$ cat src/rtl/uart_pkg.sv
// uart_pkg: shared FSM state encoding and frame constants for the UART transmitter and receiver
package uart_pkg;

    typedef enum logic [2:0] {
        ST_IDLE,
        ST_START,
        ST_DATA,
        ST_PARITY,
        ST_STOP
    } uart_state_e;

    localparam int   DATA_BITS = 8;
    localparam logic START_BIT = 1'b0;
    localparam logic STOP_BIT  = 1'b1;

    // Even parity: the parity bit makes the total count of ones even
    function automatic logic even_parity(input logic [DATA_BITS-1:0] d);
        return ^d;
    endfunction

endpackage

$ cat src/rtl/uart_baud_gen.sv
// uart_baud_gen: bit-period counter that pulses tick_o on the last cycle of each bit
module uart_baud_gen #(
    parameter int CLKS_PER_BIT = 16
) (
    input  logic clk_i,
    input  logic rst_ni,
    input  logic en_i,
    output logic tick_o
);

    localparam int CW = $clog2(CLKS_PER_BIT);
    localparam logic [CW-1:0] LAST = CW'(CLKS_PER_BIT - 1);

    logic [CW-1:0] cnt_q, cnt_d;

    assign tick_o = en_i && (cnt_q == LAST);

    // Count while enabled, wrap on each bit boundary, park at zero when disabled
    always_comb begin
        cnt_d = !en_i ? '0 : tick_o ? '0 : cnt_q + CW'(1);
    end

    // Counter register
    always_ff @(posedge clk_i or negedge rst_ni) begin
        if (!rst_ni) cnt_q <= '0;
        else         cnt_q <= cnt_d;
    end

endmodule

$ cat src/rtl/uart_tx.sv
// uart_tx: 8N1 / 8E1 UART transmitter with a one-entry holding register in front of the shifter
module uart_tx
    import uart_pkg::*;
#(
    parameter int CLKS_PER_BIT = 16,
    parameter bit PARITY_EN    = 1'b0
) (
    input  logic       clk_i,
    input  logic       rst_ni,
    input  logic [7:0] data_i,
    input  logic       valid_i,
    output logic       ready_o,
    output logic       txd_o,
    output logic       busy_o
);

    uart_state_e state_q, state_d;
    logic [7:0]  hold_q, hold_d;
    logic        hold_full_q, hold_full_d;
    logic [7:0]  shift_q, shift_d;
    logic        parity_q, parity_d;
    logic [2:0]  bit_idx_q, bit_idx_d;
    logic        txd_q, txd_d;
    logic        tick, accept, move, last_bit, data_step;

    uart_baud_gen #(.CLKS_PER_BIT(CLKS_PER_BIT)) u_baud (
        .clk_i  (clk_i),
        .rst_ni (rst_ni),
        .en_i   (state_q != ST_IDLE),
        .tick_o (tick)
    );

    assign ready_o   = !hold_full_q;
    assign busy_o    = (state_q != ST_IDLE) || hold_full_q;
    assign txd_o     = txd_q;
    assign accept    = valid_i && !hold_full_q;
    assign move      = hold_full_q && ((state_q == ST_IDLE) || (state_q == ST_STOP && tick));
    assign last_bit  = bit_idx_q == 3'(DATA_BITS - 1);
    assign data_step = (state_q == ST_DATA) && tick;

    // State register
    always_ff @(posedge clk_i or negedge rst_ni) begin
        if (!rst_ni) state_q <= ST_IDLE;
        else         state_q <= state_d;
    end

    // Next-state logic: every bit phase ends on a baud tick
    always_comb begin
        state_d = state_q;
        case (state_q)
            ST_IDLE:   state_d = hold_full_q ? ST_START : ST_IDLE;
            ST_START:  state_d = tick ? ST_DATA : ST_START;
            ST_DATA:   state_d = (tick && last_bit) ? (PARITY_EN ? ST_PARITY : ST_STOP) : ST_DATA;
            ST_PARITY: state_d = tick ? ST_STOP : ST_PARITY;
            ST_STOP:   state_d = tick ? (hold_full_q ? ST_START : ST_IDLE) : ST_STOP;
            default:   state_d = ST_IDLE;
        endcase
    end

    // Line output for the current state, registered so txd_o lags the state by one cycle
    always_comb begin
        txd_d = (state_q == ST_START)  ? START_BIT :
                (state_q == ST_DATA)   ? shift_q[0] :
                (state_q == ST_PARITY) ? parity_q : STOP_BIT;
    end

    // Holding register, shifter, parity and bit index; accept only ever happens into an empty holder
    always_comb begin
        hold_full_d = accept || (hold_full_q && !move);
        hold_d      = accept ? data_i : hold_q;
        shift_d     = move ? hold_q : data_step ? (shift_q >> 1) : shift_q;
        parity_d    = move ? even_parity(hold_q) : parity_q;
        bit_idx_d   = move ? 3'd0 : data_step ? bit_idx_q + 3'd1 : bit_idx_q;
    end

    // Datapath registers; reset drops the held byte and returns the line to idle at once
    always_ff @(posedge clk_i or negedge rst_ni) begin
        if (!rst_ni) begin
            hold_q      <= '0;
            hold_full_q <= 1'b0;
            shift_q     <= '0;
            parity_q    <= 1'b0;
            bit_idx_q   <= '0;
            txd_q       <= STOP_BIT;
        end else begin
            hold_q      <= hold_d;
            hold_full_q <= hold_full_d;
            shift_q     <= shift_d;
            parity_q    <= parity_d;
            bit_idx_q   <= bit_idx_d;
            txd_q       <= txd_d;
        end
    end

endmodule
$ cat config.mk
export PLATFORM = sky130hd
export DESIGN_NAME = uart_tx
export DESIGN_NICKNAME = d
export VERILOG_FILES = /design/src/rtl/uart_pkg.sv /design/src/rtl/uart_baud_gen.sv /design/src/rtl/uart_tx.sv
export SDC_FILE = /design/constraint.sdc
export NUM_CORES = 1
export LEC_CHECK = 0
export CAP_MARGIN = 30
export CORE_MARGIN = 8
export CORE_UTILIZATION = 49
export CTS_BUF_LIST = sky130_fd_sc_hd__clkbuf_8 sky130_fd_sc_hd__clkbuf_16
export DETAILED_ROUTE_END_ITERATION = 8
export PLACE_DENSITY = 0.73
export SETUP_SLACK_MARGIN = 0.1
export SYNTH_ARGS = -nofsm -noshare
export SYNTH_HDL_FRONTEND = slang
export SYNTH_SLANG_ARGS = --single-unit
$ cat constraint.sdc
create_clock -name clk_i -period 1.68 [get_ports clk_i]
set_clock_uncertainty 0.1 [all_clocks]
set_input_delay 0.336 -clock clk_i [delete_from_list [all_inputs] [get_ports clk_i]]
set_output_delay 0.336 -clock clk_i [all_outputs]
set_load 0.02 [all_outputs]
### After elaboration in Yosys (flattened, before gate mapping)

Index checks and enable logic that the tools add are counted.

* add/subtract/negate cells: 2
* equality and inequality tests: 6
* mux-type cells: 15
* reduce and logical (&&, ||, !) cells: 16

Operators by type and width (count)
* $mux 8: 2
* $mux 3: 5
* $pmux 3 s5: 1
* $mux 4: 2
* $reduce_xor 8->1: 1
* $logic_and 1x1->1: 7
* $eq 3x2->1 const B: 2
* $eq 3x3->1 const B: 2
* $add 4x1->4 const B: 1
* $eq 4x4->1 const B: 1
* $mux 1: 4
* $add 3x1->3 const B: 1
* $eq 3x1->1 const B: 1
* $logic_not 3->1: 1
* $logic_or 1x1->1: 3
* $reduce_bool 3->1: 1
* $logic_not 1->1: 2
* $mux 2: 1
* $reduce_bool 2->1: 1

* register bits: 29

### Longest topological paths before layout

* word-level depth: 8
* gate-level depth with buffers: 6

### Cells and area by module

From an unflattened synthesis, not the netlist that was laid out.

* cells, all modules: 119
* area, all modules: 1347.5 um^2

Modules (own cells, without submodules)
* uart_tx: instances 1, cells an instance 104, area each 1173.6 um^2, seq. area each 626.9 um^2
* uart_baud_gen: instances 1, cells an instance 15, area each 173.9 um^2, seq. area each 100.1 um^2

### Worst setup path after synthesis

OpenSTA, ideal clock, no wires.

* kind: reg2reg
* start: register u_baud.cnt_q[0]
* end: register shift_q[5]
* setup time: 0.119 ns
* arrival: 1.539 ns
* data required time: 1.461 ns
* slack: -0.077 ns
* stages on the path, launching flop included: 7
* buffers on the path: 1
* period minus slack after synthesis: 1.757 ns
* cell sequence: dfrtp_1 ha_1 nand3_1 a21oi_4 buf_6 a22o_2 a21o_2

* word-level cells in the longest chain between the ends: 6

RTL lines
* start, declared: RTL line uart_baud_gen.sv:14 `logic [CW-1:0] cnt_q, cnt_d;`
* start signal, assigned: RTL line uart_baud_gen.sv:26 `else cnt_q <= cnt_d;`
* $eq 4x4->1 *: RTL line uart_baud_gen.sv:16 `assign tick_o = en_i && (cnt_q == LAST);`
* $logic_and 1x1->1 *: RTL line uart_baud_gen.sv:16
* $logic_and 1x1->1: RTL line uart_tx.sv:37 `assign move = hold_full_q && ((state_q == ST_IDLE) || (state_q == ST_STOP && tick));`
* $logic_or 1x1->1: RTL line uart_tx.sv:37
* $logic_and 1x1->1: RTL line uart_tx.sv:37
* $mux 8 or $reduce_bool 2->1 (tied branches)
* end signal, assigned: RTL line uart_tx.sv:88 `shift_q <= shift_d;`
* end, declared: RTL line uart_tx.sv:20 `logic [7:0] shift_q, shift_d;`

Mark *: on every way between the ends. The rest lies on a longest branch, timed or not.
A chain may end at the register's enable or synchronous reset.

### Worst setup path in the final report

* start: register state_q[1]
* end: register shift_q[4]

* word-level cells in the longest chain between the ends: 6

RTL lines
* start, declared: RTL line uart_tx.sv:17 `uart_state_e state_q, state_d;`
* start signal, assigned: RTL line uart_tx.sv:44 `else state_q <= state_d;`
* $reduce_bool 3->1: RTL line uart_tx.sv:29 `.en_i (state_q != ST_IDLE),`
* $logic_and 1x1->1: RTL line uart_baud_gen.sv:16
* $logic_and 1x1->1: RTL line uart_tx.sv:37
* $logic_or 1x1->1: RTL line uart_tx.sv:37
* $logic_and 1x1->1: RTL line uart_tx.sv:37
* $mux 8 or $reduce_bool 2->1 (tied branches)

Parallel ways exist; a longest one is shown, timed or not.

==> key figures <==
Route
  – Vias: 973
  – Via density: 5.44
  – Drt first pass iters: 4
  – DRT iter0 DRCs: 20
  – Final ANT Viol Nets: 0
  – Wirelength per Cell: between 15 and 20 um
  – WL final: 2830 um
  – Number of remaining DRC errors: 0

Logic synthesis
  – Post-synth EDFFs: 0
  – Cells after Synth: 110
  – Asr flop ratio synth: 1.00
  – Synth area leaders: dfrtp_1 (52%), mux2_2 (6.7%), xnor2_1 (5.8%), a22o_2 (5.2%), a21o_1 (2.8%)
  – Top-area cell type share of the netlist area: 0.519
  – Sequential share of the synthesized area: 0.538
  – Distinct cells, synth: 30
  – Cell Area, Synth: 1350 um^2
  – Syn_nets: 124
  – Dominant cell type by area after synthesis: dfrtp_1
  – Synth Flop Type: dfrtp_1
  – Synth Register Bits: 29
  – Avg Cell Area, Syn: 12.3 um^2
  – Syn. warnings: 0

Placed design
  – Number of port buffers: 13
  – Placed cell area: 1620 um^2
  – DP HPWL: 1960 um
  – Place WS: -0.0318 ns
  – Final GP Congestion: 0.744

Floorplan
  – Core Region: around 2700 um^2
  – Initial Util: 0.503
  – I/O pin count: 14
  – Die extent in x: 68.5 um
  – Number of core rows: 19
  – Die ar.: between 4000 and 5000 um^2
  – Die Ht: 68.5 um

Critical path
  – Worst-path fanout max: 6
  – Startpoint Class: flop
  – CP arrival: 1.80 ns
  – Critical Path Source: state_q[1]
  – Critical R2R Launch: state_q[1]
  – Setup CP Type: reg2reg
  – Crit. End Element: flop
  – Worst Path Required: 1.79 ns

STA
  – Max Slew Vio Count: 0
  – Final setup fails: 2
  – Fin Hold WS: 0.263 ns
  – Minimum clock period: 1.69 ns
  – Fmax: 593 MHz
  – Final period util: 1.00
  – Final setup TNS: -0.00766 ns
  – RSZ-0062 raised after global routing: yes
  – Worst Tran Pin Value: 0.439 ns
  – Slew headroom: 0.706
  – Fin. Hold Viols: 0
  – Worst Setup Slack, final: -0.00538 ns

Finish
  – Layout cells sized above 1: 0.399
  – Final instance area: 1860 um^2
  – Final-stage net count: 162
  – N_diodes: 0
  – Most common cell after layout, fill and taps aside: dfrtp_1
  – Highest-count cells in the layout ignoring fill and taps: dfrtp_1 (28), buf_4 (14), clkdlybuf4s50_1 (10)
  – Area Growth Syn to Fin: 37.5%

Power
  – LEAKAGE: between 0.8 and 0.9 nW
  – Power Density: approximately 1700 nW/um^2
  – Peak supply drop: 1.24 mV
  – Design Power: around 3.1 mW

GRT
  – Vias in the first global route: 1087
  – Total gr overflow: 0
  – Pin count of the biggest net entering global routing: 12
  – First-pass GRT wire length: 5040 um
  – Initial antenna violation count: 0
  – GRT Total Usage: 0.145

Clock network
  – Clk Latency, worst-skew pair: 0.28 ns
  – CTS H-Tree Depth: 2
  – Clock Tree Root: clkbuf_8
  – CTS max path bufs: 2
  – CTS tree: yes
  – Clock-pin slew on the worst setup and hold paths: 0.06 ns
  – Num CTS Buffers: 5
  – Clock sink total: 29
  – CTS Hold Buffers Added: 0

Run status
  – Status: finished with violations
  – Failing checks: setup timing

Min path
  – Worst Hold Class: in2async

Run
  – Max Cap Viol: 0
state kept, by name, indices dropped and copies added (netlist names):
register	count
txd_o	1
u_baud.cnt_q	4
bit_idx_q	3
shift_q	8
state_q	3
hold_full_q	1
parity_q	1
hold_q	8
critical path: stages (launching register included):
cell and delay [ns]:
dfrtp_1 0.39, buf_6 0.12, or3b_4 0.41, a21oi_4 0.23
buf_6 0.17, a22o_4 0.12, a21o_1 0.08
where the power goes:
part,internal [mW],switching (mW),leakage (nW)
Combinational,0.758,0.534,0.482
Clock,0.318,0.251,0.0485
Sequential,0.991,0.277,0.354
Total,2.07,1.06,0.884
cells by family after synthesis:
| family | synth area share |
|---|---|
| compound gates | 0.148 |
| xor+xnor | 0.0583 |
| fa+ha+maj | 0.0278 |
| buf+inv | 0.0333 |
| flops | 0.538 |
| mux | 0.0815 |
| simple gates | 0.113 |
final timing paths:
| path | to | slack, ns | depth (start not counted) |
|---|---|---|---|
| setup reg to reg | shift_q[4] | -0.005 | 6 |
| setup / recovery | shift_q[4] | -0.005 | 6 |
| max in group asynchronous | bit_idx_q[1] | 0.69 | 2 |
| min in group clk_i | shift_q[0] | 0.38 | 1 |
| hold / removal | state_q[2] | 0.26 | 1 |
| hold reg to reg | shift_q[0] | 0.38 | 1 |
synthesized netlist by cell type, types with 3 or more instances:
cell type  instances
ha_1               3
nand2_1            5
a21o_1             5
mux2_2             8
dfrtp_1           28
xnor2_1            9
a22o_2             7
a21oi_1            4
nor2_1            10
o21ai_0            3
buf_6              3
per-stage QoR:
stage,util,std cells
3_3_place_gp,0.604,165
3_5_place_dp,0.604,165
5_1_grt,0.692,179
2_1_floorplan,-,110
4_1_cts,0.674,175
6_report,0.692,179
layout make-up:
type / instances / area (um^2)
clock buffers: 6 / 82.6
clock inverters: 1 / 3.75
fillers: 207 / 828
inverters: 2 / 7.51
multi-input cells: 75 / 683
flip-flops and latches: 29 / 727
well taps: 31 / 38.8
repair buffers: 35 / 315
routing by layer:
metal  wire, um  track usage  vias to the layer above
met5          0            0                        -
met4          7       0.0512                        0
met2       1510        0.238                       17
met3        111       0.0501                        2
met1       1200        0.173                      496
li1           -            -                      458
timing repair:
action                                  in CTS  in global routing
resized for setup                           18                 12
buffers inserted                             4                  4
hold endpoints to repair                     0                  0
endpoints found under the setup margin      12                 16
pin swaps                                   13                  4
Note: power is estimated with default switching activity, not from simulation.
==> edit 1: new RTL, same settings <==
Reset style: synchronous (`rst_ni`), changed in 3 clocked blocks.
--- a/src/rtl/uart_baud_gen.sv
+++ b/src/rtl/uart_baud_gen.sv
@@ -21,7 +21,7 @@
     end
 
     // Counter register
-    always_ff @(posedge clk_i or negedge rst_ni) begin
+    always_ff @(posedge clk_i) begin
         if (!rst_ni) cnt_q <= '0;
         else         cnt_q <= cnt_d;
     end
--- a/src/rtl/uart_tx.sv
+++ b/src/rtl/uart_tx.sv
@@ -39,7 +39,7 @@
     assign data_step = (state_q == ST_DATA) && tick;
 
     // State register
-    always_ff @(posedge clk_i or negedge rst_ni) begin
+    always_ff @(posedge clk_i) begin
         if (!rst_ni) state_q <= ST_IDLE;
         else         state_q <= state_d;
     end
@@ -74,7 +74,7 @@
     end
 
     // Datapath registers; reset drops the held byte and returns the line to idle at once
-    always_ff @(posedge clk_i or negedge rst_ni) begin
+    always_ff @(posedge clk_i) begin
         if (!rst_ni) begin
             hold_q      <= '0;
             hold_full_q <= 1'b0;
Function: differs if rst_ni is asserted again (counterexample within 4 cycles, from zero or initial values and one cycle with rst_ni low); with rst_ni held inactive, the same outputs for 10 cycles.
==> edit 1 against the unedited design <==
The run still ends with setup timing left. Sequential cell count stayed put. Critical path depth is 4 lower. Area after synthesis down 2.8%. Sequential share of layout area fell by 8.2 points. Synthesized cell count is 27% higher. Register-to-register slack better by 0.04 ns. Setup slack got worse by 0.0059 ns. Count of clock-buffer cells in the layout is the same. Wire length grew 19%. First-iteration DRC count up 45%. Design area is 2.2% higher. Largest cell class is now multi-input gates. Highest routed layer unchanged.
Power is not compared: it rests on default switching activity, and its combinational part moved more than twofold at a synthesized area within 25%.
==> edit 1: results (changes against the unedited design) <==
{
  "worst_r2r_startpoint": "u_baud.cnt_q[1]",
  "synth_sequential_area_ratio": {"value": 0.442, "change": "-0.0961"},
  "grt_pass1_wl": {"value": 4640, "unit": "µm", "change": "-8.0%"},
  "result_of_the_run": "finished with violations",
  "grt_util_all_layers": {"value": 0.132, "change": "-0.0130"},
  "syn-num-nets": {"value": 154, "change": "+24%"},
  "critical-path-max-stage-delay": {"value": 0.52, "unit": "ns", "change": "+0.11 ns"},
  "setup_viol": {"value": 1, "change": "-1"},
  "yosys.cell_types.count": {"value": 36, "change": "+20%"},
  "failing_checks": "setup timing",
  "grt_pass1_vias": {"value": 1017, "change": "-6.4%"},
  "timing_worst_slew_pin_value": {"value": 0.618, "unit": "ns", "change": "+0.178 ns"},
  "routabilityCongestion": {"value": 0.756, "change": "+1.6%"},
  "grt_start_max_net_pins": {"value": 20, "change": "+8"},
  "setup_slack": {"value": -0.0113, "unit": "ns", "change": "-0.00594 ns"},
  "detail_route.iter0.violations": {"value": 29, "change": "+45%"},
  "vias_per_cell": {"value": 5.58, "change": "+2.7%"},
  "cp_top_family": "simple AND/OR/NAND/NOR gates",
  "dpl_cell_area": {"value": 1550, "unit": "µm²", "change": "-4.7%"},
  "timing.critical_path.arrival": {"value": 1.26, "unit": "ns", "change": "-0.54 ns"},
  "rr_worst_depth": {"value": 7, "change": "+1"},
  "timing.reg2reg.setup_slack": {"value": 0.03, "unit": "ns", "change": "+0.04 ns"},
  "post_route_cells_drive_above_1_share": {"value": 0.360, "change": "-0.0382"},
  "ys_top_cells_by_area": "sky130_fd_sc_hd__dfxtp_1, sky130_fd_sc_hd__nand2_1, sky130_fd_sc_hd__mux2i_1",
  "post_synth_most_frequent_cells": "sky130_fd_sc_hd__dfxtp_1, sky130_fd_sc_hd__nand2_1, sky130_fd_sc_hd__nor2b_1, sky130_fd_sc_hd__mux2i_1, sky130_fd_sc_hd__xnor2_1",
  "synth_top_flop_cell": "sky130_fd_sc_hd__dfxtp_1",
  "route.final.wire_length": {"value": 3360, "unit": "µm", "change": "+19%"},
  "crit_path_max_fanout": {"value": 2, "change": "-4"}
}
## edit 1: report_power, final
part	leakage, nW	switching [W]	internal, W
logic	0.488	0.000132	0.000143
registers	0.239	0.0000364	0.000730
clock network	0.0485	0.000245	0.000318
## edit 1: area by class of cell
class | instances | area, µm²
clock inverters | 1 | 3.75
repair buffers | 31 | 325
flip-flops and latches | 29 | 587
clock buffers | 6 | 82.6
inverters | 2 | 7.51
well taps | 30 | 37.5
multi-input cells | 103 | 855
fillers | 167 | 602
## edit 1: through the flow
step / hold WS, ns / TNS (ns) / util / worst slack, ns / std cells
after floorplan: 0.318 / 0 / - / 0.113 / 140
after global placement: 0.344 / -0.105 / 0.619 / -0.105 / 187
after detailed placement: 0.361 / -0.140 / 0.619 / -0.112 / 187
after CTS: 0.370 / -0.0303 / 0.665 / -0.0303 / 196
after global routing: 0.393 / -0.197 / 0.759 / -0.0514 / 202
final: 0.387 / -0.0113 / 0.759 / -0.0113 / 202
## edit 1: what timing repair did
action	in CTS	in global routing
setup buffers	1	4
endpoints found under the hold margin	0	0
gates cloned	1	2
endpoints found under the setup margin	14	15
pin swaps	0	21
resized for setup	14	40
## edit 1: cells by family (layout without fill, tap and decap cells)
logic type	after synthesis	after routing	synth area share
simple gates	52	53	0.207
flops	29	29	0.442
compound gates	28	29	0.152
xor+xnor	10	10	0.0667
buf+inv	10	40	0.0429
mux	8	8	0.0610
fa+ha+maj	3	3	0.0286
## edit 1: how the worst max path moves through the flow
stage | start | end | slack, ns | cells past startpoint
final | state_q[2] | busy_o | -0.01 | 2
after global placement | state_q[0] | busy_o | -0.10 | 2
after detailed placement | state_q[0] | busy_o | -0.11 | 2
after CTS | state_q[0] | busy_o | -0.03 | 2
after global routing | u_baud.cnt_q[1] | shift_q[0] | -0.05 | 7
after floorplan | u_baud.cnt_q[0] | shift_q[3] | 0.11 | 6
## edit 1: worst register-to-register path, stage by stage, from the launching register on
cell and delay [ns]:
sky130_fd_sc_hd__dfxtp_2 0.35, sky130_fd_sc_hd__ha_4 0.15, sky130_fd_sc_hd__nand3_4 0.11, sky130_fd_sc_hd__buf_6 0.15, sky130_fd_sc_hd__nor3_4 0.29, sky130_fd_sc_hd__clkbuf_16 0.24, sky130_fd_sc_hd__nand2_4 0.05, sky130_fd_sc_hd__a31oi_1 0.15
## edit 1: per-layer routing
layer	track usage	routed length [µm]	up-vias
met2	0.213	1700	31
met1	0.146	1420	538
met4	0.0665	63	0
li1	-	-	548
met5	0	0	-
met3	0.0579	168	11
==> edit 2: new RTL, same settings <==
Without the edit above. `CLKS_PER_BIT` is set to 16 in 2 places; all go to 32.
--- a/src/rtl/uart_baud_gen.sv
+++ b/src/rtl/uart_baud_gen.sv
@@ -1,6 +1,6 @@
 // uart_baud_gen: bit-period counter that pulses tick_o on the last cycle of each bit
 module uart_baud_gen #(
-    parameter int CLKS_PER_BIT = 16
+    parameter int CLKS_PER_BIT = 32
 ) (
     input  logic clk_i,
     input  logic rst_ni,
--- a/src/rtl/uart_tx.sv
+++ b/src/rtl/uart_tx.sv
@@ -2,7 +2,7 @@
 module uart_tx
     import uart_pkg::*;
 #(
-    parameter int CLKS_PER_BIT = 16,
+    parameter int CLKS_PER_BIT = 32,
     parameter bit PARITY_EN    = 1'b0
 ) (
     input  logic       clk_i,
Check against the original RTL: no difference found for any inputs over 10 cycles, from zero or initial values and one cycle with rst_ni low; that may be too few to reach the edited logic, so the function may still have changed.
==> edit 2 against the unedited design <==
Setup slack worse by 0.13 ns. Global-route usage shrank 2.0 points. Clock power is 7.6% lower. Sequential cell count increased by 1. Area after synthesis is 2.2% higher. Wire length increased by 0.96%. The flow still finishes with violations (setup timing). Via count grew 0.10%. Synthesized cell count up 4.5%. Design area fell by 3.2%. Power up 0.22%.
==> edit 2: results (changes against the unedited design) <==
{
  "place.detailed.hpwl": {"value": 1940, "unit": "µm", "change": "-0.94%"},
  "leakagePower": {"value": 0.837, "unit": "nW", "change": "-5.3%"},
  "setup_slack": {"value": -0.139, "unit": "ns", "change": "-0.134 ns"},
  "cp_top_family": "simple AND/OR/NAND/NOR gates",
  "fin_setup_tns": {"value": -0.888, "unit": "ns", "change": "-0.880 ns"},
  "cts_made_buffers": {"value": 5, "change": "unchanged"},
  "grt_pass1_wl": {"value": 4920, "unit": "µm", "change": "-2.3%"},
  "grt_pass1_vias": {"value": 1056, "change": "-2.9%"},
  "vdd_ir_drop_max": {"value": 1260, "unit": "µV", "change": "+1.9%"},
  "setup_viol": {"value": 8, "change": "+6"},
  "critPathSlowestCell": "sky130_fd_sc_hd__dfrtp_1",
  "result_of_the_run": "finished with violations",
  "grt_util_all_layers": {"value": 0.125, "change": "-0.0199"},
  "grt.met1_usage": {"value": 0.151, "change": "-0.0221"},
  "ctsRootBufferMaster": "sky130_fd_sc_hd__clkbuf_8",
  "failing_checks": "setup timing",
  "fin_hold_ws": {"value": 0.346, "unit": "ns", "change": "+0.0822 ns"},
  "critical-path-max-stage-delay": {"value": 0.39, "unit": "ns", "change": "-0.02 ns"},
  "grt_start_max_net_pins": {"value": 31, "change": "+19"},
  "post_route_cells_drive_above_1_share": {"value": 0.331, "change": "-0.0676"},
  "met2_usage": {"value": 0.192, "change": "-0.0465"},
  "rr_worst_depth": {"value": 7, "change": "+1"},
  "yosys.cell_types.count": {"value": 29, "change": "-3.3%"},
  "detail_route.iter0.violations": {"value": 74, "change": "+270%"},
  "worst_r2r_startpoint": "u_baud.cnt_q[1]",
  "synth_async_sr_flop_share": {"value": 1.00, "change": "unchanged"},
  "timing.critical_path.arrival": {"value": 1.89, "unit": "ns", "change": "+0.09 ns"},
  "timing.rr.end": "shift_q[1]",
  "dp_worst_setup_slack": {"value": -0.163, "unit": "ns", "change": "-0.131 ns"},
  "ys_top_cells_by_area": "sky130_fd_sc_hd__dfrtp_1, sky130_fd_sc_hd__mux2_2, sky130_fd_sc_hd__xnor2_1",
  "syn-num-nets": {"value": 130, "change": "+4.8%"},
  "synth_sequential_area_ratio": {"value": 0.544, "change": "+0.00642"},
  "crit_path_max_fanout": {"value": 5, "change": "-1"},
  "core_region_area": {"value": 2710, "unit": "µm²", "change": "+0.88%"},
  "timing.reg2reg.setup_slack": {"value": -0.14, "unit": "ns", "change": "-0.13 ns"},
  "port-buffer-count": {"value": 13, "change": "unchanged"},
  "routabilityCongestion": {"value": 0.715, "change": "-3.9%"},
  "relative_slew_slack": {"value": 0.749, "change": "+0.0428"},
  "route.final.wire_length": {"value": 2850, "unit": "µm", "change": "+0.96%"}
}
-- edit 2: timing repair --
item | 4_1_cts | 5_1_grt
gates cloned | 2 | 0
buffers inserted | 1 | 1
gates resized for setup | 11 | 13
hold endpoints to repair | 0 | 0
pin swaps | 7 | 7
endpoints found under the setup margin | 20 | 21
-- edit 2: layout make-up --
type | count | area, µm²
Fill cell | 224 | 912
Sequential cell | 30 | 752
Multi-Input combinational cell | 81 | 678
Timing Repair Buffer | 27 | 241
Clock buffer | 5 | 68.8
Tap cell | 31 | 38.8
Clock inverter | 3 | 11.3
Inverter | 2 | 7.51
-- edit 2: logic make-up after synthesis --
group | Yosys count | share of synthesized area
AND/OR/NAND/NOR | 35 | 0.139
flip-flops | 30 | 0.544
AO/OA/AOI/OAI | 21 | 0.106
multiplexers | 10 | 0.0806
XOR/XNOR | 9 | 0.0571
buffers and inverters | 6 | 0.0362
adder cells (fa/ha/maj) | 4 | 0.0362
-- edit 2: where the power goes --
part           total (W)  switching [W]  internal (W)
Sequential       0.00126       0.000220       0.00104
Clock           0.000526       0.000252      0.000275
Combinational    0.00135       0.000586      0.000765
-- edit 2: worst max-delay path by stage --
stage,from,endpoint,slack (ns)
6_report,u_baud.cnt_q[1],shift_q[1],-0.14
5_1_grt,u_baud.cnt_q[1],shift_q[2],-0.19
4_1_cts,u_baud.cnt_q[1],shift_q[2],-0.14
3_5_place_dp,u_baud.cnt_q[1],shift_q[2],-0.16
3_3_place_gp,u_baud.cnt_q[1],shift_q[5],-0.12
2_1_floorplan,u_baud.cnt_q[0],shift_q[1],-0.20
-- edit 2: per-layer routing --
| layer | share of wire | up-vias | wire, µm |
|---|---|---|---|
| met3 | 0.051 | 7 | 145 |
| met4 | 0.016 | 0 | 47 |
| met1 | 0.44 | 480 | 1250 |
| met2 | 0.49 | 16 | 1410 |
| li1 | - | 471 | - |
| met5 | 0 | - | 0 |
-- edit 2: through the flow --
step                std cells  instance area [µm²]
floorplan                 115                 1410
global placement          167                 1630
detailed placement        167                 1630
CTS                       178                 1750
global route              179                 1800
finish                    179                 1800
